### src/rtl/sprite_compositor_if.sv
// Pixel-stream and sprite-configuration bundle for sprite_compositor.
// Raw scan counters, syncs and sprite attributes flow in; composited video and frame status flow out.
interface sprite_compositor_if #(
    parameter int NUM_SPRITES = 4
);
    logic [10:0]               hcount_in;
    logic [9:0]                vcount_in;
    logic                      hsync_in;
    logic                      vsync_in;
    logic                      blank_in;
    logic [11:0]               bg_pixel_in;
    logic [11*NUM_SPRITES-1:0] spr_x_in;
    logic [10*NUM_SPRITES-1:0] spr_y_in;
    logic [12*NUM_SPRITES-1:0] spr_color_in;
    logic [NUM_SPRITES-1:0]    spr_en_in;

    logic                      phsync_out;
    logic                      pvsync_out;
    logic                      pblank_out;
    logic [11:0]               pixel_out;
    logic                      frame_out;
    logic [NUM_SPRITES-1:0]    collision_out;

    modport slave (
        input  hcount_in, vcount_in, hsync_in, vsync_in, blank_in, bg_pixel_in,
               spr_x_in, spr_y_in, spr_color_in, spr_en_in,
        output phsync_out, pvsync_out, pblank_out, pixel_out, frame_out, collision_out
    );

    modport master (
        output hcount_in, vcount_in, hsync_in, vsync_in, blank_in, bg_pixel_in,
               spr_x_in, spr_y_in, spr_color_in, spr_en_in,
        input  phsync_out, pvsync_out, pblank_out, pixel_out, frame_out, collision_out
    );
endinterface

### src/rtl/sprite_compositor.sv
// Two-stage sprite overlay: stage 1 hit-tests against per-frame shadow copies of the sprite
// attributes, stage 2 muxes the pixel and tracks sprite collisions for the current frame.
module sprite_compositor #(
    parameter int          NUM_SPRITES = 4,
    parameter int          SPR_W       = 16,
    parameter int          SPR_H       = 16,
    parameter logic [11:0] TRANSP      = 12'h000
) (
    input  logic           vclk_in,
    input  logic           rst_n_in,
    sprite_compositor_if.slave bus
);
    typedef logic [NUM_SPRITES-1:0] mask_t;

    logic [10:0] sh_x     [NUM_SPRITES];
    logic [9:0]  sh_y     [NUM_SPRITES];
    logic [11:0] sh_color [NUM_SPRITES];
    mask_t       sh_vis;

    logic        frame_start;
    mask_t       hit;
    logic [11:0] spr_pix;

    mask_t       hit_q;
    logic        any_hit_q;
    logic [11:0] spr_pix_q;
    logic [11:0] bg_q;
    logic        hsync_q;
    logic        vsync_q;
    logic        blank_q;

    mask_t       acc;
    mask_t       contrib;

    assign frame_start = (bus.hcount_in == 11'd0) && (bus.vcount_in == 10'd0);

    // Enable and transparency fold into one visibility bit when the shadows are captured.
    always_ff @(posedge vclk_in) begin
        if (!rst_n_in) begin
            // NOTE: the shadow arrays are a handful of flops, not RAM, so resetting them is cheap and
            // guarantees nothing is drawn before the first frame start.
            for (int i = 0; i < NUM_SPRITES; i++) begin
                sh_x[i]     <= '0;
                sh_y[i]     <= '0;
                sh_color[i] <= '0;
            end
            sh_vis <= '0;
        end else if (frame_start) begin
            for (int i = 0; i < NUM_SPRITES; i++) begin
                sh_x[i]     <= bus.spr_x_in[11*i +: 11];
                sh_y[i]     <= bus.spr_y_in[10*i +: 10];
                sh_color[i] <= bus.spr_color_in[12*i +: 12];
                sh_vis[i]   <= bus.spr_en_in[i] && (bus.spr_color_in[12*i +: 12] != TRANSP);
            end
        end
    end

    // Bounds use one extra bit so a sprite hanging off the right or bottom edge clips instead of wrapping.
    always_comb begin
        // NOTE: every output of this block gets a default first, so no path can leave a latch behind.
        hit     = '0;
        spr_pix = '0;
        for (int i = 0; i < NUM_SPRITES; i++) begin
            hit[i] = sh_vis[i]
                  && ({1'b0, bus.hcount_in} >= {1'b0, sh_x[i]})
                  && ({1'b0, bus.hcount_in} <  ({1'b0, sh_x[i]} + 12'(SPR_W)))
                  && ({1'b0, bus.vcount_in} >= {1'b0, sh_y[i]})
                  && ({1'b0, bus.vcount_in} <  ({1'b0, sh_y[i]} + 11'(SPR_H)));
        end
        for (int i = NUM_SPRITES - 1; i >= 0; i--) begin
            if (hit[i]) spr_pix = sh_color[i];
        end
    end

    // The sprite colour is resolved here so a frame-start pixel never mixes old positions with new colours.
    always_ff @(posedge vclk_in) begin
        if (!rst_n_in) begin
            hit_q     <= '0;
            any_hit_q <= 1'b0;
            spr_pix_q <= '0;
            bg_q      <= '0;
            hsync_q   <= 1'b1;
            vsync_q   <= 1'b1;
            blank_q   <= 1'b1;
        end else begin
            // NOTE: state is updated with non-blocking assignments so every flop samples pre-edge values.
            hit_q     <= hit;
            any_hit_q <= |hit;
            spr_pix_q <= spr_pix;
            bg_q      <= bus.bg_pixel_in;
            hsync_q   <= bus.hsync_in;
            vsync_q   <= bus.vsync_in;
            blank_q   <= bus.blank_in;
        end
    end

    // Clearing the lowest set bit leaves something only when two or more sprites hit.
    assign contrib = (!blank_q && ((hit_q & (hit_q - 1'b1)) != '0)) ? hit_q : '0;

    always_ff @(posedge vclk_in) begin
        if (!rst_n_in) begin
            bus.phsync_out    <= 1'b1;
            bus.pvsync_out    <= 1'b1;
            bus.pblank_out    <= 1'b1;
            bus.pixel_out     <= '0;
            bus.frame_out     <= 1'b0;
            bus.collision_out <= '0;
            acc               <= '0;
        end else begin
            bus.phsync_out <= hsync_q;
            bus.pvsync_out <= vsync_q;
            bus.pblank_out <= blank_q;
            bus.pixel_out  <= blank_q ? 12'h000 : (any_hit_q ? spr_pix_q : bg_q);
            bus.frame_out  <= frame_start;
            if (frame_start) begin
                bus.collision_out <= acc;
                acc               <= contrib;
            end else begin
                acc <= acc | contrib;
            end
        end
    end
endmodule
### src/flat_wrapper.sv
// flat-port wrapper written by rule: the top's interface ports become plain ports
module sprite_compositor_flat 
#(
    parameter int          NUM_SPRITES = 4,
    parameter int          SPR_W       = 16,
    parameter int          SPR_H       = 16,
    parameter logic [11:0] TRANSP      = 12'h000
)
  (vclk_in, rst_n_in, bus_hcount_in, bus_vcount_in, bus_hsync_in, bus_vsync_in, bus_blank_in, bus_bg_pixel_in, bus_spr_x_in, bus_spr_y_in, bus_spr_color_in, bus_spr_en_in, bus_phsync_out, bus_pvsync_out, bus_pblank_out, bus_pixel_out, bus_frame_out, bus_collision_out);
  sprite_compositor_if #(.NUM_SPRITES(NUM_SPRITES)) bus_i ();
  input  logic vclk_in;
  input  logic rst_n_in;
  input wire logic [$bits(bus_i.hcount_in)-1:0] bus_hcount_in;
  input wire logic [$bits(bus_i.vcount_in)-1:0] bus_vcount_in;
  input wire logic [$bits(bus_i.hsync_in)-1:0] bus_hsync_in;
  input wire logic [$bits(bus_i.vsync_in)-1:0] bus_vsync_in;
  input wire logic [$bits(bus_i.blank_in)-1:0] bus_blank_in;
  input wire logic [$bits(bus_i.bg_pixel_in)-1:0] bus_bg_pixel_in;
  input wire logic [$bits(bus_i.spr_x_in)-1:0] bus_spr_x_in;
  input wire logic [$bits(bus_i.spr_y_in)-1:0] bus_spr_y_in;
  input wire logic [$bits(bus_i.spr_color_in)-1:0] bus_spr_color_in;
  input wire logic [$bits(bus_i.spr_en_in)-1:0] bus_spr_en_in;
  output wire logic [$bits(bus_i.phsync_out)-1:0] bus_phsync_out;
  output wire logic [$bits(bus_i.pvsync_out)-1:0] bus_pvsync_out;
  output wire logic [$bits(bus_i.pblank_out)-1:0] bus_pblank_out;
  output wire logic [$bits(bus_i.pixel_out)-1:0] bus_pixel_out;
  output wire logic [$bits(bus_i.frame_out)-1:0] bus_frame_out;
  output wire logic [$bits(bus_i.collision_out)-1:0] bus_collision_out;
  assign bus_i.hcount_in = bus_hcount_in;
  assign bus_i.vcount_in = bus_vcount_in;
  assign bus_i.hsync_in = bus_hsync_in;
  assign bus_i.vsync_in = bus_vsync_in;
  assign bus_i.blank_in = bus_blank_in;
  assign bus_i.bg_pixel_in = bus_bg_pixel_in;
  assign bus_i.spr_x_in = bus_spr_x_in;
  assign bus_i.spr_y_in = bus_spr_y_in;
  assign bus_i.spr_color_in = bus_spr_color_in;
  assign bus_i.spr_en_in = bus_spr_en_in;
  assign bus_phsync_out = bus_i.phsync_out;
  assign bus_pvsync_out = bus_i.pvsync_out;
  assign bus_pblank_out = bus_i.pblank_out;
  assign bus_pixel_out = bus_i.pixel_out;
  assign bus_frame_out = bus_i.frame_out;
  assign bus_collision_out = bus_i.collision_out;
  sprite_compositor #(.NUM_SPRITES(NUM_SPRITES), .SPR_W(SPR_W), .SPR_H(SPR_H), .TRANSP(TRANSP)) u_core (.vclk_in(vclk_in), .rst_n_in(rst_n_in), .bus(bus_i));
endmodule
### config.mk
export PLATFORM = sky130hd
export DESIGN_NAME = sprite_compositor_flat
export DESIGN_NICKNAME = d
export VERILOG_FILES = /design/src/rtl/sprite_compositor_if.sv /design/src/rtl/sprite_compositor.sv /design/src/flat_wrapper.sv
export SDC_FILE = /design/constraint.sdc
export NUM_CORES = 1
export LEC_CHECK = 0
export BUFFER_PORTS_ARGS = -buffer_cell sky130_fd_sc_hd__buf_2
export CAP_MARGIN = 20
export CORE_ASPECT_RATIO = 2
export CORE_MARGIN = 4
export CORE_UTILIZATION = 57
export DETAILED_ROUTE_END_ITERATION = 12
export PLACE_DENSITY_LB_ADDON = 0.15
export SYNTH_ARGS = -nofsm -noshare
export SYNTH_HDL_FRONTEND = slang
export SYNTH_SLANG_ARGS = --single-unit
### constraint.sdc
create_clock -name vclk_in -period 5.46 [get_ports vclk_in]
set_clock_uncertainty 0.05 [all_clocks]
set_input_delay 0.546 -clock vclk_in [delete_from_list [all_inputs] [get_ports vclk_in]]
set_output_delay 0.546 -clock vclk_in [all_outputs]
set_load 0.01 [all_outputs]
# --- Word-level counts from Yosys, hierarchy flattened ---
# Memory sizes are Yosys's and may differ from the RTL's.
# Cells that the tools add are included.
word_totals:
  elab_cells: 113
  in_bits: 174
  n_memories: 3
  ramBits: 132
  register_bits: 60
memory_table:
  columns: ["name", "depth", "width", "read_ports", "rd_ports_with_merged_regs", "wr", "line", "text"]
  rows:
  - ["u_core.sh_color", 4, 12, 4, 0, 4, "sprite_compositor.sv:17", "logic [11:0] sh_color [NUM_SPRITES];"]
  - ["u_core.sh_x", 4, 11, 4, 0, 4, "sprite_compositor.sv:15", "logic [10:0] sh_x [NUM_SPRITES];"]
  - ["u_core.sh_y", 4, 10, 4, 0, 4, "sprite_compositor.sv:16", "logic [9:0] sh_y [NUM_SPRITES];"]
classes:
  n_reduce_logical: 32
  n_addsub: 9
  n_bitwise: 15
  muxes: 23
  order_cmp: 16
ops:
  columns: ["cell", "n"]
  rows:
  - ["two-way mux 12 bit", 9]
  - ["adder 11 x 5 -> 12 bit, second input constant", 4]
  - ["< comparator 11 x 12 -> 1 bit", 4]
  - ["nonzero test 12 bit", 4]
  - ["adder 10 x 5 -> 11 bit, second input constant", 4]
  - ["greater-or-equal comparator 11 bit", 4]
  - ["< comparator 10 x 11 -> 1 bit", 4]
  - ["two-way mux 11 bit", 4]
  - ["greater-or-equal comparator 10 bit", 4]
  - ["two-way mux 10 bit", 4]
  - ["logical AND 1 bit", 22]
  - ["bitwise OR 1 bit", 12]
  - ["logical NOT 11 bit", 1]
  - ["logical NOT 10 bit", 1]
  - ["two-way mux 4 bit", 2]
  - ["bitwise AND 4 bit", 1]
  - ["two-way mux 1 bit", 4]
  - ["bitwise OR 4 bit", 1]
  - ["nonzero test 4 bit", 1]
  - ["OR reduction 4 bit", 1]
  - ["subtractor 4 x 1 -> 4 bit, second input constant", 1]
  - ["OR reduction 2 bit", 1]
  - ["logical NOT 1 bit", 1]
  - ["inverter 1 bit", 1]

# --- Logic depth before layout (Yosys ltp) ---
logic_depth:
  ltp_word: 9
  ltp_mapped: 14

# --- Worst setup path after synthesis ---
# Ideal clock, no wire load.
synth_timing:
  kind: "in2reg"
  start: "input port bus_hcount_in[1]"
  end: "memory u_core.sh_color[0][0] (enable)"
  t_arrival_ns: 4.315
  slack_ns: 0.611
  required_ns: 4.925
  stages: 5
  cell_sequence: "or4_1 -> nor4_1 -> clkbuf_1 -> nor2b_1 -> inv_1"
synth_rtl:
  columns: ["item", "line", "text"]
  rows:
  - ["start, declared", "flat_wrapper.sv:13", "input wire logic [$bits(bus_i.hcount_in)-1:0] bus_hcount_in;"]
  - ["end, declared", "sprite_compositor.sv:17", null]

==> load_flow_metrics.sql <==
INSERT INTO impl_metrics (metric_group, metric, value, unit) VALUES
('run_status', 'status', 'finished clean', ''),
('layout', 'multi_input_combinational_cell_area', '0.00556', 'sq mm'),
('timing', 'hold_viol', '0', ''),
('pwr', 'clockPowerShare', '35.4', '%'),
('route', 'antenna_violating_nets_post_route', '0', ''),
('clock_network', 'clock_latency', '0.45', 'ns'),
('layout', 'number_of_filler_cells_placed_in_the_layout', '1565', ''),
('floorplanning', 'core_area', '0.0194', 'sq mm'),
('worst_setup_path', 'worstPathMaxFanout', '15', ''),
('route', 'detail_route.drc_violations', '0', ''),
('worst_setup_path', 'cpLargestDelayFamily', 'compound AO/OA/AOI/OAI gates', ''),
('floorplanning', 'ios', '194', ''),
('worst_setup_path', 'timing.reg2reg.setup_slack', '2.00', 'ns'),
('placement', 'port-buffer-count', '193', ''),
('route', 'routed_wl', '29100', 'microns'),
('logic_synthesis', 'syn-instance-count', '1044', ''),
('grt', 'pin_count_of_the_biggest_net_entering_global_routing', '146', ''),
('pwr', 'power_switching', '822', 'uW'),
('clock_network', 'post_cts_resized', '0', ''),
('clock_network', 'cts.htree.levels', '4', ''),
('logic_synthesis', 'postSynth.asyncResetShare', '0', '%'),
('timing', 'timing.final.crit_period', '3.46', 'ns'),
('clock_network', 'cts_hold_buffers', '0', ''),
('worst_setup_path', 'worst-path-buf-inv', '2', ''),
('min_path', 'timing.hold.worst.start', 'bus_hsync_in', ''),
('layout', 'final_common_cell', 'buf_2', ''),
('timing', 'setup_viol', '0', ''),
('logic_synthesis', 'seq_area_frac_synth', '45.9', '%'),
('timing', 'setup_repair_after_global_routing_missed_its_margin', 'no', ''),
('worst_setup_path', 'r2r-start', 'u_core.sh_x[0][28]', ''),
('layout', 'ff_latch_area', '0.00516', 'sq mm'),
('worst_setup_path', 'crit_path_start', 'u_core.sh_x[0][28]', ''),
('timing', 'layout_worst_path_cycle_share', '63.4', '%'),
('worst_setup_path', 'worst-endpoint-arrival', '3.72', 'ns'),
('logic_synthesis', 'yosysWarningCount', '0', ''),
('clock_network', 'cts.repair_timing.setup_buffer_count', '0', ''),
('pwr', 'power.density', '251', 'mW/mm^2'),
('floorplanning', 'core.rowCount', '72', ''),
('placement', 'gp_congestion', '0.907', ''),
('clock_network', 'path_clk_slew', '0.07', 'ns'),
('route', 'wl_per_cell', '19.5', 'microns'),
('layout', 'final_cell_mix', 'buf_2, ha_1, and3_1', ''),
('route', 'num_vias', '8704', ''),
('worst_setup_path', 'slowest_stage', 'edfxtp_1', ''),
('grt', 'gr-total-overflow', '0', ''),
('min_path', 'path_class_of_the_lowest_slack_min_delay_path', 'primary input to register', ''),
('route', 'detailedRoute.firstPassIterationCount', '5', ''),
('worst_setup_path', 'end_kind', 'register', ''),
('layout', 'post_route_cells_drive_above_1_share', '20.4', '%'),
('logic_synthesis', 'synth_top_flop_cell', 'edfxtp_1', ''),
('route', 'routed_via_density', '5.83', ''),
('layout', 'diodes', '0', ''),
('logic_synthesis', 'number_of_distinct_standard_cells_referenced_by_the_synthesized_netlist', '63', ''),
('grt', 'antenna_found_initial', '0', ''),
('logic_synthesis', 'ys_seq_elements', '192', ''),
('clock_network', 'cts_buffer_count', '17', ''),
('clock_network', 'clockBufferDepth', '2', ''),
('worst_setup_path', 'crit_type', 'register to register', ''),
('worst_setup_path', 'required', '5.72', 'ns'),
('logic_synthesis', 'count_of_flip_flops_with_a_built_in_enable_after_synthesis', '132', ''),
('clock_network', 'cts_tree', 'built', ''),
('pwr', 'internal-power', '2.44', 'mW'),
('timing', 'peak_freq', '289', 'MHz'),
('route', 'drt_iter0_drc', '358', ''),
('job', 'maxCapViolCount', '0', ''),
('pwr', 'switching_power_as_a_share_of_total_power', '25.2', '%'),
('grt', 'grt_pass1_wl', '44800', 'microns'),
('placement', 'dp_hpwl', '23000', 'microns'),
('grt', 'first_global_vias', '9052', ''),
('timing', 'setup-tns-final', '0', 'ns'),
('clock_network', 'root_buffer', 'clkbuf_16', '');
-- worst reg2reg max path, cell delays in order (launching register included) --
cell,delay (ns)
edfxtp_1,0.45
inv_1,0.09
nor3_1,0.18
nand3_1,0.12
xnor2_1,0.21
ha_1,0.28
a21o_1,0.16
a21oi_1,0.14
o221ai_1,0.14
a211o_1,0.32
nor4_4,0.19
buf_4,0.30
and4b_4,0.31
a221oi_2,0.27
o31ai_1,0.12
-- cells by family (layout without fill, tap and decap cells) --
family / after synthesis / count (layout) / share of synthesized area (%)
AND/OR/NAND/NOR: 346 / 346 / 17.9
flip-flops: 192 / 192 / 45.9
AO/OA/AOI/OAI: 170 / 170 / 11.2
buffers and inverters: 140 / 329 / 4.78
multiplexers: 16 / 16 / 1.42
XOR/XNOR: 36 / 36 / 2.80
adder cells (fa/ha/maj): 144 / 144 / 16.0
-- final timing paths --
kind / endpoint / cells past startpoint
worst max-delay path: u_core.spr_pix_q[8] / 14
worst min-delay path: u_core.hsync_q / 2
worst max register to register: u_core.spr_pix_q[8] / 14
worst min register to register: u_core.bus.pvsync_out / 1
-- through the flow --
step	hold WS [ns]	cells	setup slack [ns]	cell area (sq um)	power, mW
global route	0.216	1492	1.74	13000	3.41
floorplan	0.336	1044	0.611	11300	1.95
detailed placement	0.343	1459	2.02	12400	2.14
global placement	0.340	1459	2.09	12400	2.12
finish	0.229	1492	2.00	13000	3.26
CTS	0.209	1491	2.01	13000	3.29
-- routing by layer --
| layer | global-route usage [%] | vias to the layer above | part of all wire (%) |
|---|---|---|---|
| li1 | - | 4242 | - |
| met1 | 25.2 | 4092 | 33 |
| met2 | 52.0 | 271 | 56 |
| met3 | 4.51 | 99 | 4.0 |
| met4 | 18.7 | 0 | 7.0 |
| met5 | 0 | - | 0 |
-- power by group through the flow --
stage,sequential [mW],combinational [mW],clock (mW)
floorplan,1.67,0.277,0
global placement,1.68,0.445,0
detailed placement,1.68,0.461,0
CTS,1.65,0.463,1.18
global route,1.65,0.524,1.23
finish,1.65,0.462,1.16
-- state kept, by name, summed over array words and instances, names as in the netlist --
name / cells
u_core.blank_q: 1
u_core.bus.pvsync_out: 1
u_core.bus.pblank_out: 1
u_core.bus.phsync_out: 1
u_core.sh_vis: 4
u_core.bg_q: 12
u_core.sh_y: 40
u_core.sh_color: 48
u_core.hit_q: 4
u_core.vsync_q: 1
u_core.spr_pix_q: 12
u_core.bus.frame_out: 1
u_core.acc: 4
u_core.bus.collision_out: 4
u_core.any_hit_q: 1
u_core.hsync_q: 1
u_core.bus.pixel_out: 12
u_core.sh_x: 44
-- area by class of cell --
| class | count | area share [%] |
|---|---|---|
| clock buffers | 24 | 3.78 |
| clock inverters | 8 | 0.423 |
| inverters | 97 | 2.82 |
| multi-input cells | 712 | 42.7 |
| flip-flops and latches | 192 | 39.7 |
| well taps | 259 | 2.49 |
| repair buffers | 200 | 8.09 |
-- cells in the mapped netlist (17+ instances only) --
master	number	area share (%)
and3_1	138	7.7
dfxtp_1	60	11
nor2b_1	24	1.3
nand3_1	56	2.5
xnor2_1	36	2.8
ha_1	144	16
clkbuf_1	38	1.3
a21oi_1	41	1.8
o21ai_0	20	0.89
nor2_1	25	0.83
inv_1	94	3.1
nand2_1	17	0.57
edfxtp_1	132	35
nor4_1	17	0.94
Power figures use the tool's default switching activity.
